==> src/rtl/pc_next_if.sv <==
// Fetch-side bundle between the CPU datapath/control and the program counter unit.
// The CPU control drives the select and data inputs; the PC unit returns fetch address and status.
interface pc_next_if #(
  parameter int CNT_W = 8
);
  logic [15:0]      Shift_Jump_out;
  logic [11:0]      Jump_Index;
  logic [15:0]      Jump_Reg_Addr;
  logic             Branch;
  logic             Zero;
  logic             Jump;
  logic             Jump_Reg;
  logic             Stall;
  logic             Halt;
  logic [15:0]      PC;
  logic [15:0]      PC_Plus_2;
  logic             PC_Valid;
  logic             Halted;
  logic             Misaligned;
  logic [CNT_W-1:0] Redirect_Count;

  modport master (
    output Shift_Jump_out, Jump_Index, Jump_Reg_Addr, Branch, Zero, Jump, Jump_Reg, Stall, Halt,
    input  PC, PC_Plus_2, PC_Valid, Halted, Misaligned, Redirect_Count
  );

  modport slave (
    input  Shift_Jump_out, Jump_Index, Jump_Reg_Addr, Branch, Zero, Jump, Jump_Reg, Stall, Halt,
    output PC, PC_Plus_2, PC_Valid, Halted, Misaligned, Redirect_Count
  );
endinterface

==> src/rtl/pc_next_unit.sv <==
// Program counter and next-PC selection for the 16-bit single-cycle CPU, with a
// START/RUN/HALTED run-state machine so the first fetch after reset is clean.
module pc_next_unit #(
  parameter logic [15:0] RESET_VECTOR = 16'h0000,
  parameter int          CNT_W        = 8
) (
  input  logic       clk,
  input  logic       rst_n,
  pc_next_if.slave   bus
);

  typedef enum logic [1:0] {
    ST_START  = 2'd0,
    ST_RUN    = 2'd1,
    ST_HALTED = 2'd2
  } state_t;

  state_t           state_q;
  logic [15:0]      pc_q;
  logic [15:0]      pc_d;
  logic             pc_valid_q;
  logic             halted_q;
  logic             misaligned_q;
  logic [CNT_W-1:0] redirect_cnt_q;

  logic [15:0]      pc_plus_2;
  logic             redirect;
  logic             misalign_hit;

  // NOTE: every signal assigned in always_comb gets a default first, so no path leaves it unassigned and no latch is inferred.
  always_comb begin
    pc_plus_2    = pc_q + 16'd2;
    pc_d         = pc_plus_2;
    redirect     = 1'b0;
    misalign_hit = 1'b0;
    if (bus.Jump_Reg) begin
      pc_d         = {bus.Jump_Reg_Addr[15:1], 1'b0};
      redirect     = 1'b1;
      misalign_hit = bus.Jump_Reg_Addr[0];
    end else if (bus.Jump) begin
      pc_d     = {pc_plus_2[15:13], bus.Jump_Index, 1'b0};
      redirect = 1'b1;
    end else if (bus.Branch && bus.Zero) begin
      pc_d     = pc_plus_2 + bus.Shift_Jump_out;
      redirect = 1'b1;
    end
  end

  // NOTE: sequential state uses non-blocking assignments so all registers sample the same pre-edge values.
  always_ff @(posedge clk or negedge rst_n) begin
    if (!rst_n) begin
      state_q        <= ST_START;
      pc_q           <= RESET_VECTOR;
      pc_valid_q     <= 1'b0;
      halted_q       <= 1'b0;
      misaligned_q   <= 1'b0;
      redirect_cnt_q <= '0;
    end else begin
      case (state_q)
        ST_START: begin
          // Halt is deliberately ignored here: the first RUN cycle always fetches the reset vector.
          state_q    <= ST_RUN;
          pc_valid_q <= 1'b1;
        end
        ST_RUN: begin
          if (bus.Halt) begin
            state_q    <= ST_HALTED;
            pc_valid_q <= 1'b0;
            halted_q   <= 1'b1;
          end else if (!bus.Stall) begin
            pc_q         <= pc_d;
            misaligned_q <= misaligned_q | misalign_hit;
            if (redirect && (redirect_cnt_q != '1)) begin
              redirect_cnt_q <= redirect_cnt_q + CNT_W'(1);
            end
          end
        end
        ST_HALTED: begin
          state_q <= ST_HALTED;
        end
        default: begin
          state_q    <= ST_START;
          pc_valid_q <= 1'b0;
          halted_q   <= 1'b0;
        end
      endcase
    end
  end

  assign bus.PC             = pc_q;
  assign bus.PC_Plus_2      = pc_plus_2;
  assign bus.PC_Valid       = pc_valid_q;
  assign bus.Halted         = halted_q;
  assign bus.Misaligned     = misaligned_q;
  assign bus.Redirect_Count = redirect_cnt_q;

endmodule

==> src/flat_wrapper.sv <==
// flat-port wrapper written by rule: the top's interface ports become plain ports
module pc_next_unit_flat 
#(
  parameter logic [15:0] RESET_VECTOR = 16'h0000,
  parameter int          CNT_W        = 8
)
  (clk, rst_n, bus_Shift_Jump_out, bus_Jump_Index, bus_Jump_Reg_Addr, bus_Branch, bus_Zero, bus_Jump, bus_Jump_Reg, bus_Stall, bus_Halt, bus_PC, bus_PC_Plus_2, bus_PC_Valid, bus_Halted, bus_Misaligned, bus_Redirect_Count);
  pc_next_if #(.CNT_W(CNT_W)) bus_i ();
  input  logic clk;
  input  logic rst_n;
  input wire logic [$bits(bus_i.Shift_Jump_out)-1:0] bus_Shift_Jump_out;
  input wire logic [$bits(bus_i.Jump_Index)-1:0] bus_Jump_Index;
  input wire logic [$bits(bus_i.Jump_Reg_Addr)-1:0] bus_Jump_Reg_Addr;
  input wire logic [$bits(bus_i.Branch)-1:0] bus_Branch;
  input wire logic [$bits(bus_i.Zero)-1:0] bus_Zero;
  input wire logic [$bits(bus_i.Jump)-1:0] bus_Jump;
  input wire logic [$bits(bus_i.Jump_Reg)-1:0] bus_Jump_Reg;
  input wire logic [$bits(bus_i.Stall)-1:0] bus_Stall;
  input wire logic [$bits(bus_i.Halt)-1:0] bus_Halt;
  output wire logic [$bits(bus_i.PC)-1:0] bus_PC;
  output wire logic [$bits(bus_i.PC_Plus_2)-1:0] bus_PC_Plus_2;
  output wire logic [$bits(bus_i.PC_Valid)-1:0] bus_PC_Valid;
  output wire logic [$bits(bus_i.Halted)-1:0] bus_Halted;
  output wire logic [$bits(bus_i.Misaligned)-1:0] bus_Misaligned;
  output wire logic [$bits(bus_i.Redirect_Count)-1:0] bus_Redirect_Count;
  assign bus_i.Shift_Jump_out = bus_Shift_Jump_out;
  assign bus_i.Jump_Index = bus_Jump_Index;
  assign bus_i.Jump_Reg_Addr = bus_Jump_Reg_Addr;
  assign bus_i.Branch = bus_Branch;
  assign bus_i.Zero = bus_Zero;
  assign bus_i.Jump = bus_Jump;
  assign bus_i.Jump_Reg = bus_Jump_Reg;
  assign bus_i.Stall = bus_Stall;
  assign bus_i.Halt = bus_Halt;
  assign bus_PC = bus_i.PC;
  assign bus_PC_Plus_2 = bus_i.PC_Plus_2;
  assign bus_PC_Valid = bus_i.PC_Valid;
  assign bus_Halted = bus_i.Halted;
  assign bus_Misaligned = bus_i.Misaligned;
  assign bus_Redirect_Count = bus_i.Redirect_Count;
  pc_next_unit #(.RESET_VECTOR(RESET_VECTOR), .CNT_W(CNT_W)) u_core (.clk(clk), .rst_n(rst_n), .bus(bus_i));
endmodule
==> config.mk <==
export PLATFORM = sky130hd
export DESIGN_NAME = pc_next_unit_flat
export DESIGN_NICKNAME = d
export VERILOG_FILES = /design/src/rtl/pc_next_if.sv /design/src/rtl/pc_next_unit.sv /design/src/flat_wrapper.sv
export SDC_FILE = /design/constraint.sdc
export NUM_CORES = 1
export LEC_CHECK = 0
export ABC_AREA = 1
export CORE_MARGIN = 2
export CORE_UTILIZATION = 44
export CTS_BUF_LIST = sky130_fd_sc_hd__clkbuf_8
export DETAILED_ROUTE_END_ITERATION = 8
export GPL_TIMING_DRIVEN = 0
export PLACE_DENSITY = 0.8
export SLEW_MARGIN = 0
export SYNTH_ARGS = -nofsm -noshare
export SYNTH_HDL_FRONTEND = slang
export SYNTH_SLANG_ARGS = --single-unit
==> constraint.sdc <==
create_clock -name clk -period 2.2 [get_ports clk]
set_input_delay 0.22 -clock clk [delete_from_list [all_inputs] [get_ports clk]]
set_output_delay 0.22 -clock clk [all_outputs]
set_load 0.03 [all_outputs]
==> results_dict.tcl <==
set metrics [dict create \
    pin_count 95 \
    rsz0062_at_grt "true" \
    slew_viol_final 0 \
    fin_crit_sh_pct 110 \
    final_area_um2 4800 \
    power_density_nw_per_um2 1450 \
    die_h_um 86.5 \
    max_freq_ghz 0.413 \
    wl_per_cell_um 14.9 \
    max_cap_violations 0 \
    layout_commonest_cell "nand2_1" \
    track_usage_pct 26.4 \
    critPathArrivalTime_ps 2600 \
    hpwlAfterDp_um 7510 \
    layout.cells.most_common_list "111 x nand2_1, 79 x clkdlybuf4s50_1, 51 x inv_1, 42 x nor2_1, 29 x nand2_2" \
    p_total_w 0.00697 \
    area_delta_synth_final_pct 60.1 \
    drtAntennaViolNets 0 \
    fin_cells 663 \
    hold_ws_ps -36.7 \
    antenna_found_initial 0 \
    die_x_um 86.5 \
    grt_pass1_vias 3483 \
    synth_nets 540 \
    drt_iter0_markers 149 \
    crit_start "u_core.bus.PC[2]" \
    synth_seq_area_share_pct 24.2 \
    grt_pass1_wl_um 15900 \
    finalHoldViolations 29 \
    peakVddDrop_v 0.00100 \
    hp-class "in2async" \
    dp.cells 636 \
    dp_slack_ps -490 \
    via_per_inst 5.17 \
    cts_buffer_depth 2 \
    violations "negative hold slack, negative setup slack" \
    sequentialPowerShare_pct 15.3 \
    initial_core_util_pct 44.9 \
    clkPwrFrac_pct 6.4 \
    drc 0 \
    setup_viol 11 \
    place_area_um2 4180 \
    regToRegStartpoint "u_core.bus.PC[2]" \
    wirelength_um 9870 \
    period_minus_slack_ps 2420 \
    port_buffers 92 \
    ys_warn_count 0 \
    outcome "finished with violations" \
    power_leakage_nw 2.26 \
    placementRows 30 \
    grt-ovfl-total 0 \
    root_buffer "clkbuf_8" \
    cts_buffers 5 \
    cts.sinks 29 \
    die-area_um2 7490 \
    cts_tree "built" \
    clk_latency_ps 280 \
    cts_max_level 2 \
    worstMarginPinSlew_ps 651 \
    slew_headroom_pct 56.6 \
    start_kind "flop" \
    synth_cells 464 \
    pwr-share-comb_pct 78.3 \
    sw_frac_of_total_pct 52.7 \
    fin_nets 658 \
    synth_cell_type_count 40 \
    synth_seq_cells 29 \
    tns_ps -2120 \
    critPathKind "reg2reg" \
    antenna_cells 0 \
    syn_area_per_cell_um2 6.46 \
    core_area_um2 6680 \
    switching_power_w 0.00367 \
    critPathCaptureType "flop" \
    grt_max_degree 30 \
    crit_required_ps 2380 \
    power.internal_w 0.00330 \
    globalplace.congestion 0.884 \
    drive_gt1_share_pct 28.3 \
    drt_first_pass_iters 4 \
    fin_worst_skew_ps 5.73 \
    worst_setup_hold_path_clk_slew_ps 60 \
    critical_path.max_fanout 4 \
    mappedNetlistArea_um2 3000 \
    worst_slack_ps -222 \
    route.vias.total 3431 \
]
-- cell type report --
cell class              instances  area, um^2
multi-input cells             361        2480
fillers                       539        1880
repair buffers                111        1050
flip-flops and latches         29         738
inverters                      65         249
well taps                      80         100
plain buffers                   9        91.3
clock buffers                   6        82.6
clock inverters                 2        7.51
-- timing repair --
action                                  CTS  global route
endpoints found under the setup margin   23            15
pin swaps                                37            46
hold buffers                              0             0
buffers inserted                         11             8
resized for setup                        59            66
-- critical path: stages (launching register included) --
cell and delay (ps):
dfrtp_2 450, ha_4 180, nand2_4 60, nor2_4 170, xor2_2 210, inv_2 80, ha_4 330, nand2_4 50
nand3b_1 180, nand2_2 150, nand2_2 90, nand3_2 70, nand3_2 70, nand2_2 90, nand2_2 50, nand2_1 50
nand2_1 40
-- flip-flops by register name, summed over array words and instances, names as in the netlist --
name,cells
u_core.bus.Misaligned,1
u_core.bus.Halted,1
u_core.bus.PC,16
u_core.bus.Redirect_Count,8
u_core.bus.PC_Valid,1
u_core.state_q,2
-- per-layer routing --
metal,track usage [%],wire length (um),up-vias
met4,6.82,82,0
met5,0,0,-
met2,48.2,5030,93
met3,4.29,534,9
met1,32.1,4220,1606
li1,-,-,1723
-- worst paths after layout --
check / endpoint / slack, ps / cells after the start
worst min register to register: u_core.bus.Misaligned / 480 / 1
max in group asynchronous: u_core.bus.PC[8] / 1770 / 1
worst max register to register: u_core.bus.PC[10] / -220 / 16
worst min-delay path: u_core.bus.Redirect_Count[4] / -40 / 1
worst max-delay path: u_core.bus.PC[10] / -220 / 16
min in group clk: u_core.bus.PC[0] / 360 / 4
-- stage by stage --
stage | hold WS, ps | util (%)
after floorplan | -75.6 | -
after CTS | 351 | 67.4
final | -36.7 | 71.8
after detailed placement | 462 | 62.6
after global routing | 15.0 | 71.8
after global placement | 464 | 62.6
-- cell families after synthesis --
family / Yosys count / synth area share, %
buffers and inverters: 74 / 11.2
XOR/XNOR: 14 / 4.34
flip-flops: 29 / 24.2
adder cells (fa/ha/maj): 24 / 10.3
AND/OR/NAND/NOR: 256 / 36.9
AO/OA/AOI/OAI: 67 / 13.1
-- cells in the mapped netlist --
cell type / number / share of area (%)
nand2_1: 144 / 18
inv_1: 63 / 7.9
nor2_1: 48 / 6.0
nand3_1: 32 / 5.3
a21oi_1: 30 / 5.0
dfrtp_1: 29 / 24
ha_1: 23 / 9.6
o21ai_0: 14 / 2.3
xor2_1: 9 / 2.6
nand4_1: 8 / 1.7
o21ai_1: 7 / 1.2
nor3_1: 6 / 1.0
and2_1: 4 / 0.83
clkbuf_8: 4 / 1.8
o211ai_1: 4 / 1.0
xnor2_1: 4 / 1.2
nor2_2: 3 / 0.63
a31o_2: 2 / 0.58
buf_2: 2 / 0.33
buf_4: 2 / 0.50
inv_2: 2 / 0.25
nand2_2: 2 / 0.42
nand3_2: 2 / 0.67
nand3b_1: 2 / 0.50
nor3_2: 2 / 0.67
o21bai_1: 2 / 0.50
a21boi_0: 1 / 0.25
a21o_1: 1 / 0.25
a21oi_4: 1 / 0.54
a221oi_1: 1 / 0.29
a22oi_1: 1 / 0.25
a31oi_1: 1 / 0.21
buf_6: 1 / 0.38
fa_1: 1 / 0.67
nor2_4: 1 / 0.38
nor3_4: 1 / 0.54
o21bai_2: 1 / 0.38
o311ai_0: 1 / 0.29
or2_0: 1 / 0.21
xnor2_2: 1 / 0.54
-- power by group through the flow --
stage / combinational (W) / sequential [W] / clock, W
2_1_floorplan: 0.00252 / 0.00144 / 0
3_3_place_gp: 0.00421 / 0.00109 / 0
3_5_place_dp: 0.00427 / 0.00109 / 0
4_1_cts: 0.00471 / 0.00105 / 0.000452
5_1_grt: 0.00591 / 0.00110 / 0.000478
6_report: 0.00545 / 0.00107 / 0.000449
(Power assumes the default switching activity.)
